### src/rtl/reset_sequencer_if.sv
// Board-side signal bundle of the Raven68k reset sequencer.
// The master modport is the sequencer; the slave modport is the board/CPU side.
interface reset_sequencer_if;
    logic       btn_n;
    logic       cpu_rst_io_n;
    logic [1:0] cfg_div;
    logic       clk_run;
    logic [1:0] clk_div;
    logic       cpu_reset_n;
    logic       cpu_halt_n;
    logic       periph_reset_n;

    modport master (
        input  btn_n, cpu_rst_io_n, cfg_div,
        output clk_run, clk_div, cpu_reset_n, cpu_halt_n, periph_reset_n
    );

    modport slave (
        output btn_n, cpu_rst_io_n, cfg_div,
        input  clk_run, clk_div, cpu_reset_n, cpu_halt_n, periph_reset_n
    );
endinterface

### src/rtl/reset_sequencer.sv
// Power-on / push-button reset controller for the Raven68k: sequences the clock
// divider start-up, holds the 68000 in RESET/HALT, and debounces the front-panel button.
module reset_sequencer #(
    parameter int CLK_WAIT_CYC = 16,
    parameter int POR_CYC      = 1000000,
    parameter int WARM_CYC     = 2000,
    parameter int DEB_CYC      = 8,
    parameter int CNT_W        = 20
) (
    input  logic              clk_in,
    input  logic              reset,
    reset_sequencer_if.master bus
);

    typedef enum logic [2:0] {
        IDLE    = 3'd0,
        CLKWAIT = 3'd1,
        HOLD    = 3'd2,
        RUN     = 3'd3,
        BTN     = 3'd4
    } state_t;

    localparam logic [CNT_W-1:0] CNT_ZERO    = '0;
    localparam logic [CNT_W-1:0] CNT_ONE     = CNT_W'(1);
    localparam logic [CNT_W-1:0] CLK_WAIT_LD = CNT_W'(CLK_WAIT_CYC - 1);
    localparam logic [CNT_W-1:0] POR_LD      = CNT_W'(POR_CYC - 1);
    localparam logic [CNT_W-1:0] WARM_LD     = CNT_W'(WARM_CYC - 1);
    localparam logic [CNT_W-1:0] DEB_LAST    = CNT_W'(DEB_CYC - 1);

    state_t           state_q, state_d;
    logic [CNT_W-1:0] cnt_q, cnt_d;
    logic [1:0]       btnSync_q;
    logic [1:0]       rstIoSync_q;
    logic             debLevel_q, debLevel_d;
    logic [CNT_W-1:0] debCnt_q, debCnt_d;
    logic [1:0]       clkDiv_q, clkDiv_d;
    logic             clkRun_q;
    logic             cpuResetN_q;
    logic             cpuHaltN_q;
    logic             periphResetN_q;

    always_ff @(posedge clk_in or negedge reset) begin
        if (!reset) begin
            btnSync_q   <= 2'b11;
            rstIoSync_q <= 2'b11;
        end else begin
            btnSync_q   <= {btnSync_q[0], bus.btn_n};
            rstIoSync_q <= {rstIoSync_q[0], bus.cpu_rst_io_n};
        end
    end

    // The level flips on the edge that counts the DEB_CYC-th consecutive differing sample.
    always_comb begin
        debLevel_d = debLevel_q;
        debCnt_d   = CNT_ZERO;
        if (btnSync_q[1] != debLevel_q) begin
            if (debCnt_q == DEB_LAST) begin
                debLevel_d = ~debLevel_q;
            end else begin
                debCnt_d = debCnt_q + CNT_ONE;
            end
        end
    end

    always_ff @(posedge clk_in or negedge reset) begin
        if (!reset) begin
            debLevel_q <= 1'b1;
            debCnt_q   <= CNT_ZERO;
        end else begin
            debLevel_q <= debLevel_d;
            debCnt_q   <= debCnt_d;
        end
    end

    always_comb begin
        state_d  = state_q;
        cnt_d    = cnt_q;
        clkDiv_d = clkDiv_q;
        case (state_q)
            IDLE: begin
                state_d  = CLKWAIT;
                cnt_d    = CLK_WAIT_LD;
                clkDiv_d = bus.cfg_div;
            end
            CLKWAIT: begin
                if (cnt_q == CNT_ZERO) begin
                    state_d = HOLD;
                    cnt_d   = POR_LD;
                end else begin
                    cnt_d = cnt_q - CNT_ONE;
                end
            end
            HOLD: begin
                if (cnt_q == CNT_ZERO) begin
                    state_d = RUN;
                end else begin
                    cnt_d = cnt_q - CNT_ONE;
                end
            end
            RUN: begin
                if (!debLevel_q) begin
                    state_d  = BTN;
                    clkDiv_d = bus.cfg_div;
                end
            end
            BTN: begin
                if (debLevel_q) begin
                    state_d = HOLD;
                    cnt_d   = WARM_LD;
                end
            end
            default: begin
                state_d = IDLE;
                cnt_d   = CNT_ZERO;
            end
        endcase
    end

    // Outputs are registered from the next state so they change with the state itself.
    always_ff @(posedge clk_in or negedge reset) begin
        if (!reset) begin
            state_q        <= IDLE;
            cnt_q          <= CNT_ZERO;
            clkDiv_q       <= 2'b00;
            clkRun_q       <= 1'b0;
            cpuResetN_q    <= 1'b0;
            cpuHaltN_q     <= 1'b0;
            periphResetN_q <= 1'b0;
        end else begin
            state_q        <= state_d;
            cnt_q          <= cnt_d;
            clkDiv_q       <= clkDiv_d;
            clkRun_q       <= (state_d != IDLE);
            cpuResetN_q    <= (state_d == RUN);
            cpuHaltN_q     <= (state_d == RUN);
            periphResetN_q <= (state_d == RUN) && rstIoSync_q[1];
        end
    end

    assign bus.clk_run        = clkRun_q;
    assign bus.clk_div        = clkDiv_q;
    assign bus.cpu_reset_n    = cpuResetN_q;
    assign bus.cpu_halt_n     = cpuHaltN_q;
    assign bus.periph_reset_n = periphResetN_q;

endmodule
### src/flat_wrapper.sv
// flat-port wrapper written by rule: the top's interface ports become plain ports
module reset_sequencer_flat 
#(
    parameter int CLK_WAIT_CYC = 16,
    parameter int POR_CYC      = 1000000,
    parameter int WARM_CYC     = 2000,
    parameter int DEB_CYC      = 8,
    parameter int CNT_W        = 20
)
  (clk_in, reset, bus_btn_n, bus_cpu_rst_io_n, bus_cfg_div, bus_clk_run, bus_clk_div, bus_cpu_reset_n, bus_cpu_halt_n, bus_periph_reset_n);
  reset_sequencer_if bus_i ();
  input  logic clk_in;
  input  logic reset;
  input wire logic [$bits(bus_i.btn_n)-1:0] bus_btn_n;
  input wire logic [$bits(bus_i.cpu_rst_io_n)-1:0] bus_cpu_rst_io_n;
  input wire logic [$bits(bus_i.cfg_div)-1:0] bus_cfg_div;
  output wire logic [$bits(bus_i.clk_run)-1:0] bus_clk_run;
  output wire logic [$bits(bus_i.clk_div)-1:0] bus_clk_div;
  output wire logic [$bits(bus_i.cpu_reset_n)-1:0] bus_cpu_reset_n;
  output wire logic [$bits(bus_i.cpu_halt_n)-1:0] bus_cpu_halt_n;
  output wire logic [$bits(bus_i.periph_reset_n)-1:0] bus_periph_reset_n;
  assign bus_i.btn_n = bus_btn_n;
  assign bus_i.cpu_rst_io_n = bus_cpu_rst_io_n;
  assign bus_i.cfg_div = bus_cfg_div;
  assign bus_clk_run = bus_i.clk_run;
  assign bus_clk_div = bus_i.clk_div;
  assign bus_cpu_reset_n = bus_i.cpu_reset_n;
  assign bus_cpu_halt_n = bus_i.cpu_halt_n;
  assign bus_periph_reset_n = bus_i.periph_reset_n;
  reset_sequencer #(.CLK_WAIT_CYC(CLK_WAIT_CYC), .POR_CYC(POR_CYC), .WARM_CYC(WARM_CYC), .DEB_CYC(DEB_CYC), .CNT_W(CNT_W)) u_core (.clk_in(clk_in), .reset(reset), .bus(bus_i));
endmodule
### config.mk
export PLATFORM = sky130hd
export DESIGN_NAME = reset_sequencer_flat
export DESIGN_NICKNAME = d
export VERILOG_FILES = /design/src/rtl/reset_sequencer_if.sv /design/src/rtl/reset_sequencer.sv /design/src/flat_wrapper.sv
export SDC_FILE = /design/constraint.sdc
export NUM_CORES = 1
export LEC_CHECK = 0
export CAP_MARGIN = 0
export CORE_MARGIN = 2
export CORE_UTILIZATION = 40
export DETAILED_ROUTE_END_ITERATION = 10
export PLACE_DENSITY = 0.58
export SLEW_MARGIN = 40
export SYNTH_ARGS = -nofsm -noshare
export SYNTH_HDL_FRONTEND = slang
export SYNTH_SLANG_ARGS = --single-unit
### constraint.sdc
create_clock -name clk_in -period 4.05 [get_ports clk_in]
set_input_delay 1.0125 -clock clk_in [delete_from_list [all_inputs] [get_ports clk_in]]
set_output_delay 1.0125 -clock clk_in [all_outputs]
set_load 0.02 [all_outputs]
Word-level counts from Yosys, hierarchy flattened --
Cells that the tools add are included.
Word-level totals: flip-flop bits (word level) 53, word-level logic and storage cells 45, input port bits 6, output and inout bits 6
Operators by class: bitwise gates (word level) 2, mux-type cells 13, reductions and logical operators 8, equality and inequality tests 10, add/sub/neg operators 2
Operators by type and width (count):
- $mux W20 | 5
- $pmux W20 S5 | 1
- $add A20 B1 Y20 const B | 1
- $eq A20 B3 Y1 const B | 1
- $logic_not A20 Y1 | 1
- $sub A20 B1 Y20 const B | 1
- $pmux W3 S5 | 1
- $mux W3 | 4
- $eq A3 B2 Y1 const B | 3
- $ne A2 B2 Y1 const B | 2
- $pmux W2 S2 | 1
- $reduce_and A2 Y1 | 2
- $eq A3 B1 Y1 const B | 1
- $eq A3 B3 Y1 const B | 1
- $logic_not A3 Y1 | 1
- $reduce_and A3 Y1 | 1
- $reduce_bool A3 Y1 | 1
- $mux W2 | 1
- $ne A2 B1 Y1 const B | 1
- $not A1 Y1 | 2
- $reduce_bool A2 Y1 | 1
- $logic_and A1 B1 Y1 | 1
- $ne A1 B1 Y1 | 1

Depth between registers and ports, before layout --
depth after elaboration 5, mapped depth 8, gate-level depth less buffers 7

Worst setup path after synthesis --
No wires, ideal clock.
kind register to register, from register u_core.cnt_q[3], to register u_core.cnt_q[13], stages on the path, launching flop included 6, arrival time 1.741 ns, required time 3.929 ns, period minus slack after synthesis 1.862 ns, setup time 0.121 ns, setup slack 2.188 ns, buffers on the path 0, cell sequence dfrtp_1 > nor4_4 > nand2_1 > or4_1 > xnor2_1 > a22o_1
On the way: cells in the longest elaborated chain, start to end 3, elaborated cells on any way between the ends 7, classes of those cells 1 x add/sub; 1 x eq/ne; 3 x mux; 2 x reduce/logical
RTL lines:
- start, declared | RTL line reset_sequencer.sv:31 | logic [CNT_W-1:0] cnt_q, cnt_d;
- start signal, assigned | RTL line reset_sequencer.sv:131 | cnt_q <= cnt_d;
- $sub A20 B1 Y20 / $logic_not A20 Y1 (equally long branches)
- $mux W20, or another cell as far along | RTL line reset_sequencer.sv:94 | if (cnt_q == CNT_ZERO) begin
- $pmux W20 S5 / $reduce_and A3 Y1 (equally long branches)
Parallel ways exist; a longest one is shown, timed or not. The select of a mux whose other input is x is not followed. A chain may end at the register's enable or synchronous reset.

Worst setup path in the final report --
from register u_core.cnt_q[3], to register u_core.cnt_q[9]
The elaborated chain is that of the path after synthesis.

==> reports/qor.yml <==
run_status:
  status: "finished clean"
global_route:
  grt-ovfl-total: 0
  track_usage_pct: 18.8
  antenna_found_initial: 0
  grt_pass1_vias: 2482
  grt_pass1_wl_microns: 12600
  grt_max_degree: 30
layout:
  utilization_pct: 45.0
  multi_input_area_sq_um: 1560
  diodes: 0
  finalInstanceArea_sq_um: 3260
  fin_nets: 350
  final.fill_count: 716
  seqCellArea_sq_um: 1330
  drive_gt1_share_pct: 6.73
  area_growth_pct: 9.13
place:
  port_buffers: 11
  dp_slack_ns: 1.62
  gp_congestion: 0.909
  dp_hpwl_microns: 4970
  place_area_sq_um: 3160
routing:
  route.detailed.drc: 0
  drtAntennaViolNets: 0
  top_layer: "met4"
  route.met3.wl_microns: 363
  routed_wl_microns: 7170
  vias_per_cell: 5.85
  drt-met1-wl_microns: 3580
  post_drt_wl_per_cell_microns: 16.3
  drt_iter0_drc: 196
  first_pass_iters: 5
  met2_length_microns: 3140
  vias: 2578
sta:
  setup_slack_ns: 1.52
  finalSetupViolCount: 0
  hold_viol_final: 0
  fin_crit_ns: 2.53
  clock_skew_ns: 0.00826
  slew-limit-headroom_pct: 46.7
  period_share_pct: 62.5
  final.setup.tns_ns: 0
  drv_slew: 0
  worstMarginPinSlew_ns: 0.795
  fmax_ghz: 0.395
  rsz0062_at_grt: "no"
logic_synthesis:
  synth_edf_count: 0
  synth_area_leader_cell: "dfrtp_1"
  yosys_warnings: 0
  syn_area_sq_um: 2990
  yosysTopAreaCellShare_pct: 40.2
  synth_area_leaders: "dfrtp_1 (40%), nor2_1 (6.0%), dfstp_2 (4.4%)"
  async_flop_share_pct: 100
  synthFlopType: "dfrtp_1"
  avgSynthCellArea_sq_um: 8.89
  ys_types: 55
  syn_inst: 336
  seq_area_frac_synth_pct: 44.6
  yosys-top-cells-count: "dfrtp_1 (48), nor2_1 (48), nand2_1 (21)"
  synth_nets: 345
  ys_ff_latch: 53
worst_setup_path:
  crit_path_max_fanout: 11
  crit_arrival_ns: 2.79
  required_ns: 4.31
  crit_path_start_kind: "flop"
  path_delay_family: "simple AND/OR/NAND/NOR gates"
  crit_chain: "nor4_4, nand3_1, nor3_2, or2_2, o32a_1"
  path_buf_inv: 0
  max_stage_delay_ns: 0.72
  cp-end-kind: "flop"
  crit_type: "reg2reg"
  crit_slowest_cell: "nor3_2"
power_and_ir_drop:
  ir_drop_mv: 0.240
  p_leak_nw: 1.27
  total_power_mw: 0.992
  p_per_area_nw_per_um2: 304
clocking:
  post-cts-setup-buffer-count: 0
  cts-root-buf: "clkbuf_8"
  cts_buffers: 5
  post_cts_resized: 0
  holdBufCountCts: 0
  cts_max_path_buffers: 2
  clock_insertion_delay_worst_skew_ns: 0.32
  clkTransAtPathRegs_ns: 0.11
  cts_sinks: 53
  cts_tree: "built"
  htree_levels: 2
hold_path:
  hold_class: "reg2reg"
floorplan:
  start_util_pct: 41.2
  dieArea_sq_um: 8180
  dieHeight_microns: 90.4
  die_x_microns: 90.4
  rows: 31
  num_io_pins: 12
  core-area_sq_um: 7250
flow_run:
  drv_cap: 0
-- flip-flops by register name (all words and copies together) (netlist names) --
register	flops
u_core.bus.clk_run	1
u_core.bus.periph_reset_n	1
u_core.cnt_q	20
u_core.bus.clk_div	2
u_core.debCnt_q	20
u_core.btnSync_q	2
u_core.state_q	3
u_core.rstIoSync_q	2
u_core.bus.cpu_reset_n	1
u_core.debLevel_q	1
-- layer usage --
layer	vias to the layer above	global-route usage, %
met4	0	5.77
met5	-	0
met1	1266	28.5
li1	1237	-
met3	9	3.59
met2	66	27.2
-- final timing paths --
check	start	to	slack [ns]	cells after the start
worst min-delay path	u_core.rstIoSync_q[0]	u_core.rstIoSync_q[1]	0.36	0
worst min register to register	u_core.rstIoSync_q[0]	u_core.rstIoSync_q[1]	0.36	0
worst max register to register	u_core.cnt_q[3]	u_core.cnt_q[9]	1.52	5
min in group asynchronous	reset	u_core.debCnt_q[19]	0.69	1
max in group asynchronous	reset	u_core.cnt_q[18]	2.60	2
worst max-delay path	u_core.cnt_q[3]	u_core.cnt_q[9]	1.52	5
-- cell usage in the layout (no fill, tap or decap), types with 6 or more instances in the layout --
cell / synthesis / final
o31ai_1: 8 / 8
dfrtp_1: 48 / 48
nand2_1: 21 / 21
a21oi_1: 18 / 18
inv_1: 8 / 8
o21ai_0: 17 / 17
nand4_1: 6 / 6
nand2b_1: 8 / 8
clkdlybuf4s50_1: 0 / 10
nor2_1: 48 / 48
and3_1: 7 / 7
nand3_1: 17 / 17
a31oi_1: 12 / 12
nor3_1: 13 / 13
xnor2_1: 10 / 10
xor2_1: 11 / 11
-- logic make-up after synthesis --
kind of cell | share of synthesized area (%)
flip-flops | 44.6
AND/OR/NAND/NOR | 24.7
buffers and inverters | 3.39
AO/OA/AOI/OAI | 19.5
multiplexers | 0.377
XOR/XNOR | 6.16
adder cells (fa/ha/maj) | 1.26
-- stage by stage --
step,hold slack [ns],cells
finish,0.362,441
global route,0.372,441
CTS,0.365,441
detailed placement,0.349,433
global placement,0.346,433
floorplan,0.345,336
-- layout make-up --
cell class	instances	share of cell area, %
Clock buffer	5	2.11
Clock inverter	3	0.883
Inverter	9	1.04
Multi-Input combinational cell	260	47.9
Sequential cell	53	40.9
Tap cell	99	3.80
Timing Repair Buffer	12	3.45
-- power breakdown --
part           leakage [nW]  switching (mW)  internal, mW  total [mW]
combinational         0.570          0.0557        0.0257      0.0814
clock                0.0506           0.195         0.130       0.325
sequential            0.649          0.0323         0.553       0.585
total                  1.27           0.283         0.708       0.992
Power figures use the tool's default switching activity.
